<file path="config.mk">
export PLATFORM = sky130hd
export DESIGN_NAME = byte_rx_serial
export DESIGN_NICKNAME = d
export VERILOG_FILES = /design/src/rtl/pcie_byte_pkg.sv /design/src/rtl/rx_shift_window.sv /design/src/rtl/byte_rx_serial.sv
export SDC_FILE = /design/constraint.sdc
export NUM_CORES = 1
export LEC_CHECK = 0
export ABC_AREA = 1
export ABC_CLOCK_PERIOD_IN_PS = 2280
export BUFFER_PORTS_ARGS = -buffer_cell sky130_fd_sc_hd__buf_2
export CAP_MARGIN = 20
export CORE_MARGIN = 5
export CORE_UTILIZATION = 40
export CTS_BUF_LIST = sky130_fd_sc_hd__clkbuf_4
export CTS_CLUSTER_SIZE = 12
export DETAILED_ROUTE_END_ITERATION = 10
export RECOVER_POWER = 50
export SLEW_MARGIN = 20
export SYNTH_ARGS = -nofsm -noshare
export SYNTH_HDL_FRONTEND = slang
export SYNTH_SLANG_ARGS = --single-unit
export TNS_END_PERCENT = 10
</file>
<file path="constraint.sdc">
create_clock -name CLK -period 2.28 [get_ports CLK]
set_input_delay 0.228 -clock CLK [delete_from_list [all_inputs] [get_ports CLK]]
set_output_delay 0.228 -clock CLK [all_outputs]
set_load 0.02 [all_outputs]
</file>
<file path="src/rtl/pcie_byte_pkg.sv">
// Shared definitions for the byte-level serial link: the COM alignment symbol
// and the receiver state encoding.
package pcie_byte_pkg;

    localparam logic [7:0] COM = 8'hBC;

    typedef enum logic [1:0] {
        SEARCH = 2'd0,
        ALIGN  = 2'd1,
        SYNC   = 2'd2
    } rx_state_t;

endpackage

</file>
<file path="src/rtl/rx_shift_window.sv">
// Serial shift window: presents the last 8 received bits (newest in bit 0)
// combinationally, together with a COM-match flag.
module rx_shift_window
    import pcie_byte_pkg::*;
(
    input  logic       clk,
    input  logic       srst,
    input  logic       serial_in,
    output logic [7:0] win,
    output logic       is_com
);

    // Bit 7 of the window is always shifted out on the next edge, so only the
    // lower seven bits need storage.
    logic [6:0] sr_reg;

    assign win    = {sr_reg, serial_in};
    assign is_com = (win == COM);

    always_ff @(posedge clk) begin
        if (srst) begin
            sr_reg <= '0;
        end else begin
            sr_reg <= win[6:0];
        end
    end

endmodule

</file>
<file path="src/rtl/byte_rx_serial.sv">
// Serial-in byte receiver: aligns to COM symbols, then emits one byte per
// eight bit clocks with a payload/idle flag; drops lock after MAX_RUN data bytes.
module byte_rx_serial
    import pcie_byte_pkg::*;
#(
    parameter int COM_LOCK = 4,
    parameter int MAX_RUN  = 64
) (
    input  logic       CLK,
    input  logic       RESET,
    input  logic       serial_in,
    output logic [7:0] DATA_OUT,
    output logic       valid_out,
    output logic       byte_stb,
    output logic       locked,
    output logic       lock_err
);

    localparam int CW = $clog2(COM_LOCK + 1);
    localparam int RW = $clog2(MAX_RUN + 1);

    logic [7:0] win;
    logic       is_com;

    rx_shift_window u_win (
        .clk       (CLK),
        .srst      (RESET),
        .serial_in (serial_in),
        .win       (win),
        .is_com    (is_com)
    );

    rx_state_t state_reg, state_next;
    logic [2:0]    bit_cnt_reg, bit_cnt_next;
    logic [CW-1:0] com_cnt_reg, com_cnt_next;
    logic [RW-1:0] run_cnt_reg, run_cnt_next;
    logic          timeout;

    logic [7:0] data_reg, data_next;
    logic       valid_reg, valid_next;
    logic       stb_reg, stb_next;
    logic       locked_reg, locked_next;
    logic       err_reg, err_next;

    // State register
    always_ff @(posedge CLK) begin
        if (RESET) begin
            state_reg <= SEARCH;
        end else begin
            state_reg <= state_next;
        end
    end

    // Next-state and counter logic
    always_comb begin
        state_next   = state_reg;
        bit_cnt_next = bit_cnt_reg;
        com_cnt_next = com_cnt_reg;
        run_cnt_next = run_cnt_reg;
        timeout      = 1'b0;
        case (state_reg)
            SEARCH: begin
                if (is_com) begin
                    bit_cnt_next = 3'd0;
                    com_cnt_next = CW'(1);
                    if (COM_LOCK == 1) begin
                        state_next   = SYNC;
                        run_cnt_next = '0;
                    end else begin
                        state_next = ALIGN;
                    end
                end
            end
            ALIGN: begin
                bit_cnt_next = bit_cnt_reg + 3'd1;
                if (bit_cnt_reg == 3'd7) begin
                    if (!is_com) begin
                        // The failing window is not re-examined as a fresh COM.
                        state_next   = SEARCH;
                        com_cnt_next = '0;
                    end else if (com_cnt_reg == CW'(COM_LOCK - 1)) begin
                        state_next   = SYNC;
                        run_cnt_next = '0;
                    end else begin
                        com_cnt_next = com_cnt_reg + CW'(1);
                    end
                end
            end
            SYNC: begin
                bit_cnt_next = bit_cnt_reg + 3'd1;
                if (bit_cnt_reg == 3'd7) begin
                    if (is_com) begin
                        run_cnt_next = '0;
                    end else begin
                        run_cnt_next = run_cnt_reg + RW'(1);
                        if (run_cnt_reg == RW'(MAX_RUN - 1)) begin
                            timeout      = 1'b1;
                            state_next   = SEARCH;
                            com_cnt_next = '0;
                        end
                    end
                end
            end
            default: begin
                state_next = SEARCH;
            end
        endcase
    end

    // Output logic: registered outputs change on the edge that completes a byte
    always_comb begin
        data_next   = data_reg;
        valid_next  = valid_reg;
        stb_next    = 1'b0;
        err_next    = 1'b0;
        locked_next = locked_reg;
        if (state_reg == SYNC && bit_cnt_reg == 3'd7) begin
            data_next  = win;
            valid_next = !is_com;
            stb_next   = 1'b1;
        end
        if (timeout) begin
            err_next    = 1'b1;
            locked_next = 1'b0;
        end else if (state_next == SYNC && state_reg != SYNC) begin
            locked_next = 1'b1;
        end
    end

    always_ff @(posedge CLK) begin
        if (RESET) begin
            bit_cnt_reg <= '0;
            com_cnt_reg <= '0;
            run_cnt_reg <= '0;
            data_reg    <= '0;
            valid_reg   <= 1'b0;
            stb_reg     <= 1'b0;
            locked_reg  <= 1'b0;
            err_reg     <= 1'b0;
        end else begin
            bit_cnt_reg <= bit_cnt_next;
            com_cnt_reg <= com_cnt_next;
            run_cnt_reg <= run_cnt_next;
            data_reg    <= data_next;
            valid_reg   <= valid_next;
            stb_reg     <= stb_next;
            locked_reg  <= locked_next;
            err_reg     <= err_next;
        end
    end

    assign DATA_OUT  = data_reg;
    assign valid_out = valid_reg;
    assign byte_stb  = stb_reg;
    assign locked    = locked_reg;
    assign lock_err  = err_reg;

endmodule

</file>
### Word level (Yosys, flattened, before mapping)

Cells that the tools add are included.

| word-level totals | value |
|---|---|
| register bits | 34 |
| bits in latches | 0 |
| bits in writable memories | 0 |
| memory bits (read-only) | 0 |
| output and inout bits | 12 |
| word-level logic and storage cells | 71 |
| memories kept | 0 |

| cells by class | value |
|---|---|
| $add $sub $neg | 3 |
| $mul | 0 |
| divide/modulo/power cells | 0 |
| $lt $le $gt $ge | 0 |
| equal/unequal tests | 16 |
| shift-type cells | 0 |
| muxes and demuxes | 30 |
| bitwise logic cells | 0 |
| reduce and logical (&&, ||, !) cells | 12 |

Operators by type and width:

| cell | number |
|---|---|
| $mux 7 | 5 |
| $mux 3 | 8 |
| $ne 2x2->1 const B | 8 |
| $mux 2 | 7 |
| $pmux 7 s2 | 1 |
| $pmux 3 s3 | 1 |
| $eq 8x8->1 const B | 1 |
| $add 7x1->7 const B | 1 |
| $eq 7x6->1 const B | 1 |
| $reduce_and 7->1 | 1 |
| $add 3x1->3 const B | 2 |
| $mux 1 | 6 |
| $pmux 2 s3 | 1 |
| $pmux 3 s2 | 1 |
| $reduce_and 5->1 | 1 |
| $eq 2x2->1 const B | 2 |
| $reduce_bool 2->1 | 2 |
| $reduce_or 2->1 | 2 |
| $eq 3x2->1 const B | 1 |
| $eq 3x3->1 const B | 1 |
| $ne 3x3->1 const B | 1 |
| $reduce_bool 3->1 | 1 |
| $eq 2x1->1 const B | 1 |
| $logic_and 1x1->1 | 2 |
| 3 further kinds | 3 |

### Depth between registers and ports, before layout

| depth | value |
|---|---|
| depth in word-level cells | 7 |
| gate-level depth with buffers | 11 |

### Hierarchy

Synthesis repeated with hierarchy kept, for this count alone.

| unflattened totals | value |
|---|---|
| cell total of the unflattened synthesis | 212 |
| area, all modules | 1570.3 sq um |

Modules (own cells, without submodules):

| module | times used | cells each | area an instance (sq um) |
|---|---|---|---|
| byte_rx_serial | 1 | 181 | 1333.8 |
| rx_shift_window | 1 | 31 | 236.5 |

### Least setup slack after synthesis

OpenSTA, ideal clock, no wires.

| timing path | value |
|---|---|
| path type | flip-flop to flip-flop |
| start | register bit_cnt_reg[0] |
| end | register run_cnt_reg[3] |
| library setup time | 123 ps |
| data arrival time | 1475 ps |
| slack | 682 ps |
| cell stages (with the launch flop) | 8 |
| path buffers | 0 |
| cells stage by stage | dfxtp_1 -> ha_1 -> ha_1 -> nand2_1 -> o21ai_4 -> o21ai_0 -> nand2_1 -> nor3b_1 |

| between the ends | value |
|---|---|
| cells in the longest elaborated chain, start to end | 3 |
| elaborated cells on any way between the ends | 4 |
| classes of those cells | 3 x eq/ne; 1 x reduce/logical |

RTL lines:

| element | line | text |
|---|---|---|
| from (decl) | byte_rx_serial.sv:34 | `logic [2:0] bit_cnt_reg, bit_cnt_next;` |
| from (signal assigned) | byte_rx_serial.sv:141 | `bit_cnt_reg <= bit_cnt_next;` |
| $eq 3x3->1 (*) | byte_rx_serial.sv:76, byte_rx_serial.sv:91 |  |
| $ne 2x2->1 (no source line) | n/a |  |
| $reduce_and 5->1 (no source line) (*) | n/a |  |
| to (signal assigned) | byte_rx_serial.sv:143 | `run_cnt_reg <= run_cnt_next;` |
| to (decl) | byte_rx_serial.sv:36 | `logic [RW-1:0] run_cnt_reg, run_cnt_next;` |

Mark *: on every way between the ends. The rest lies on a longest branch, timed or not.
A chain may end at the register's enable or synchronous reset.

### Final worst setup path

Same ends and word-level chain as after synthesis.

==> impl_metrics.py <==
metrics = {
    "worst_setup_path": {
        "arrival_ns": 2.14,
        "r2r-end": "run_cnt_reg[3]",
        "crit_chain": "ha_1 -> ha_1 -> nand2_1 -> o21ai_4 -> o21ai_0 -> nand2_1 -> nor3b_1",
        "startpoint_type": "flop",
        "rr_worst_depth": 7,
        "path_max_fanout": 9,
        "timing.reg2reg.setup_slack_ns": 0.36,
        "endpoint": "run_cnt_reg[3]",
        "cp_slowest_cell": "dfxtp_1",
        "critPathLaunch": "bit_cnt_reg[0]",
        "cpPeakStageDelay_ns": 0.37,
        "r2r-start": "bit_cnt_reg[0]",
        "worstSetupEndpointType": "flop",
        "critPathKind": "reg -> reg",
        "required_ns": 2.50,
    },
    "die": {
        "dieWidth_microns": 72.1,
        "core_area_sq_um": 3690,
        "rows": 22,
        "initial_core_util_pct": 41.8,
        "die_h_microns": 72.1,
        "ioPinCount": 15,
        "dieArea_sq_um": 5200,
    },
    "clock_network": {
        "postCtsResizedCells": 0,
        "clk_latency_ns": 0.33,
        "holdBufCountCts": 0,
        "clkSinkCount": 34,
        "htree_levels": 2,
        "numCtsBuffers": 5,
        "post_cts_buffers": 0,
        "path_clk_slew_ns": 0.11,
        "ctsRootBufferMaster": "clkbuf_4",
        "cts_tree": "yes",
        "cts.path.max_buffers": 2,
    },
    "logic_synthesis": {
        "syn_area_sq_um": 1540,
        "synth_top_family_by_area": "simple AND/OR/NAND/NOR gates",
        "synth_nets": 218,
        "synth_seq_cells": 34,
        "synthXorXnorAreaFrac_pct": 1.14,
        "synth_compound_area_share_pct": 10.9,
        "synthSimpleGateAreaFrac_pct": 27.1,
        "synth-seq-area-share_pct": 44.1,
        "synth_cell_type_count": 24,
        "syn_inst": 205,
        "ys_warn_count": 0,
        "syn-mean-instance-area_sq_um": 7.53,
        "synth_fa_ha_area_share_pct": 8.11,
        "synth.area.mux_share_pct": 0,
    },
    "timing": {
        "clock.fmax_mhz": 521,
        "whs_ns": 0.123,
        "finalClockSkew_ns": 0.00597,
        "tightest_slew_ns": 0.660,
        "tns_ns": 0,
        "setup_viol": 0,
        "slew_headroom_pct": 56.0,
        "hold_viol_final": 0,
        "rsz0062_at_grt": "false",
        "period_share_pct": 84.2,
        "period_needed_ns": 1.92,
        "drv_slew": 0,
    },
    "min_path": {
        "hold_class": "in -> reg",
    },
    "final_layout": {
        "area_delta_synth_final_pct": 10.1,
        "drive_above_1_share_pct": 8.52,
        "final_util_pct": 46.0,
        "diodes": 0,
        "largest_reg_flops": 8,
        "final_nets": 235,
        "postLayoutCellArea_sq_um": 1700,
    },
    "run_status": {
        "status": "completed",
    },
    "detailed_routing": {
        "ant_nets": 0,
        "viasPerCell": 4.68,
        "wl_microns": 2860,
        "avgRoutedWirePerCell_microns": 10.5,
        "num_vias": 1269,
        "wl_met3_microns": 141,
        "wl_met2_microns": 1380,
        "drc_errors": 0,
        "first_pass_iters": 4,
        "drt_iter0_drc": 46,
        "wl_met1_microns": 1310,
        "maxUsedRoutingLayer": "met4",
    },
    "power_and_ir_drop": {
        "p_total_mw": 0.953,
        "max-vdd-ir-drop_v": 0.000398,
        "power.density_nw_per_um2": 561,
        "p_leak_nw": 0.740,
    },
    "global_routing": {
        "gr-total-overflow": 0,
        "grt_pass1_wl_microns": 4910,
        "grt_usage_pct": 12.2,
        "grt_antenna_before_repair": 0,
        "grt_max_degree": 17,
        "grt_pass1_vias": 1126,
    },
    "place": {
        "gp_congestion": 0.797,
        "hpwl_microns": 2090,
        "placed_cell_area_sq_um": 1660,
        "portBuffers": 14,
    },
    "run": {
        "maxCapViolCount": 0,
    },
}
[worst max-delay path, delay by kind of cell, from the launching register on]
kind | cells | cell delay [ns]
AOI/OAI and AO/OA | 2 | 0.43
and+or+nand+nor | 3 | 0.54
DFF | 1 | 0.37
adders and majority gates | 2 | 0.46
[placed cells by master (no fill, tap or decap), types with 2 or more instances in the layout]
master,netlist,final
nand2_1,42,42
dfxtp_1,34,34
nor2_1,31,31
inv_1,27,27
a21oi_1,15,15
clkbuf_1,2,13
nand3_1,12,12
ha_1,10,10
o21ai_0,9,9
clkbuf_4,0,6
nor3_1,3,3
nor2_2,2,2
inv_2,2,2
xor2_1,2,2
nor3b_1,2,2
a21oi_2,2,2
[power by group]
part / switching (mW) / internal, mW / total (mW)
clock network: 0.204 / 0.133 / 0.337
registers: 0.00107 / 0.596 / 0.597
logic: 0.0142 / 0.00406 / 0.0182
total: 0.219 / 0.733 / 0.953
[cells in the mapped netlist (all sizes together)]
| library cell | count | area share, % |
|---|---|---|
| inv | 30 | 7.5 |
| a21oi | 17 | 6.0 |
| nand4 | 1 | 0.41 |
| clkbuf | 2 | 0.49 |
| buf | 2 | 0.65 |
| ha | 10 | 8.1 |
| nand3 | 13 | 5.0 |
| nor3b | 2 | 0.97 |
| o211ai | 1 | 0.49 |
| nand2 | 43 | 11 |
| o21ai | 10 | 4.0 |
| a211oi | 1 | 0.49 |
| nor3 | 3 | 0.97 |
| nor2 | 33 | 8.4 |
| or2 | 1 | 0.41 |
| dfxtp | 34 | 44 |
| xor2 | 2 | 1.1 |
[cell type report]
type	count	area [sq um]
timing repair buffer	14	53.8
fill	401	1990
multi-input combinational	137	729
clock buffer	6	45.0
clock inverter	2	13.8
tap	48	60.1
inverter	30	115
sequential	34	681
[worst min path at each step]
| stage | start | cells past startpoint | end | slack (ns) |
|---|---|---|---|---|
| after floorplan | RESET | 1 | bit_cnt_reg[1] | 0.30 |
| after global placement | locked | 2 | locked | 0.44 |
| after detailed placement | locked | 2 | locked | 0.44 |
| after CTS | serial_in | 3 | u_win.sr_reg[0] | 0.11 |
| after global routing | serial_in | 3 | u_win.sr_reg[0] | 0.13 |
| final | serial_in | 3 | u_win.sr_reg[0] | 0.12 |
[cells by family (layout without fill, tap and decap cells)]
family                     Yosys count  count (layout)
AOI/OAI and AO/OA                   29              29
DFF                                 34              34
buffers and inverters               34              52
xor gates and xnor gates             2               2
and+or+nand+nor                     96              96
adders and majority gates           10              10
[routing by layer]
layer | vias up | global-route usage, %
li1 | 681 | -
met1 | 565 | 14.1
met2 | 21 | 19.8
met3 | 2 | 4.85
met4 | 0 | 5.01
met5 | - | 0
[metrics by stage]
step / setup WS, ns / std cells
floorplan: 0.682 / 205
global placement: 0.434 / 263
detailed placement: 0.383 / 263
CTS: 0.365 / 271
global route: 0.205 / 271
finish: 0.360 / 271
No activity file was read; power rests on OpenSTA's default activity.
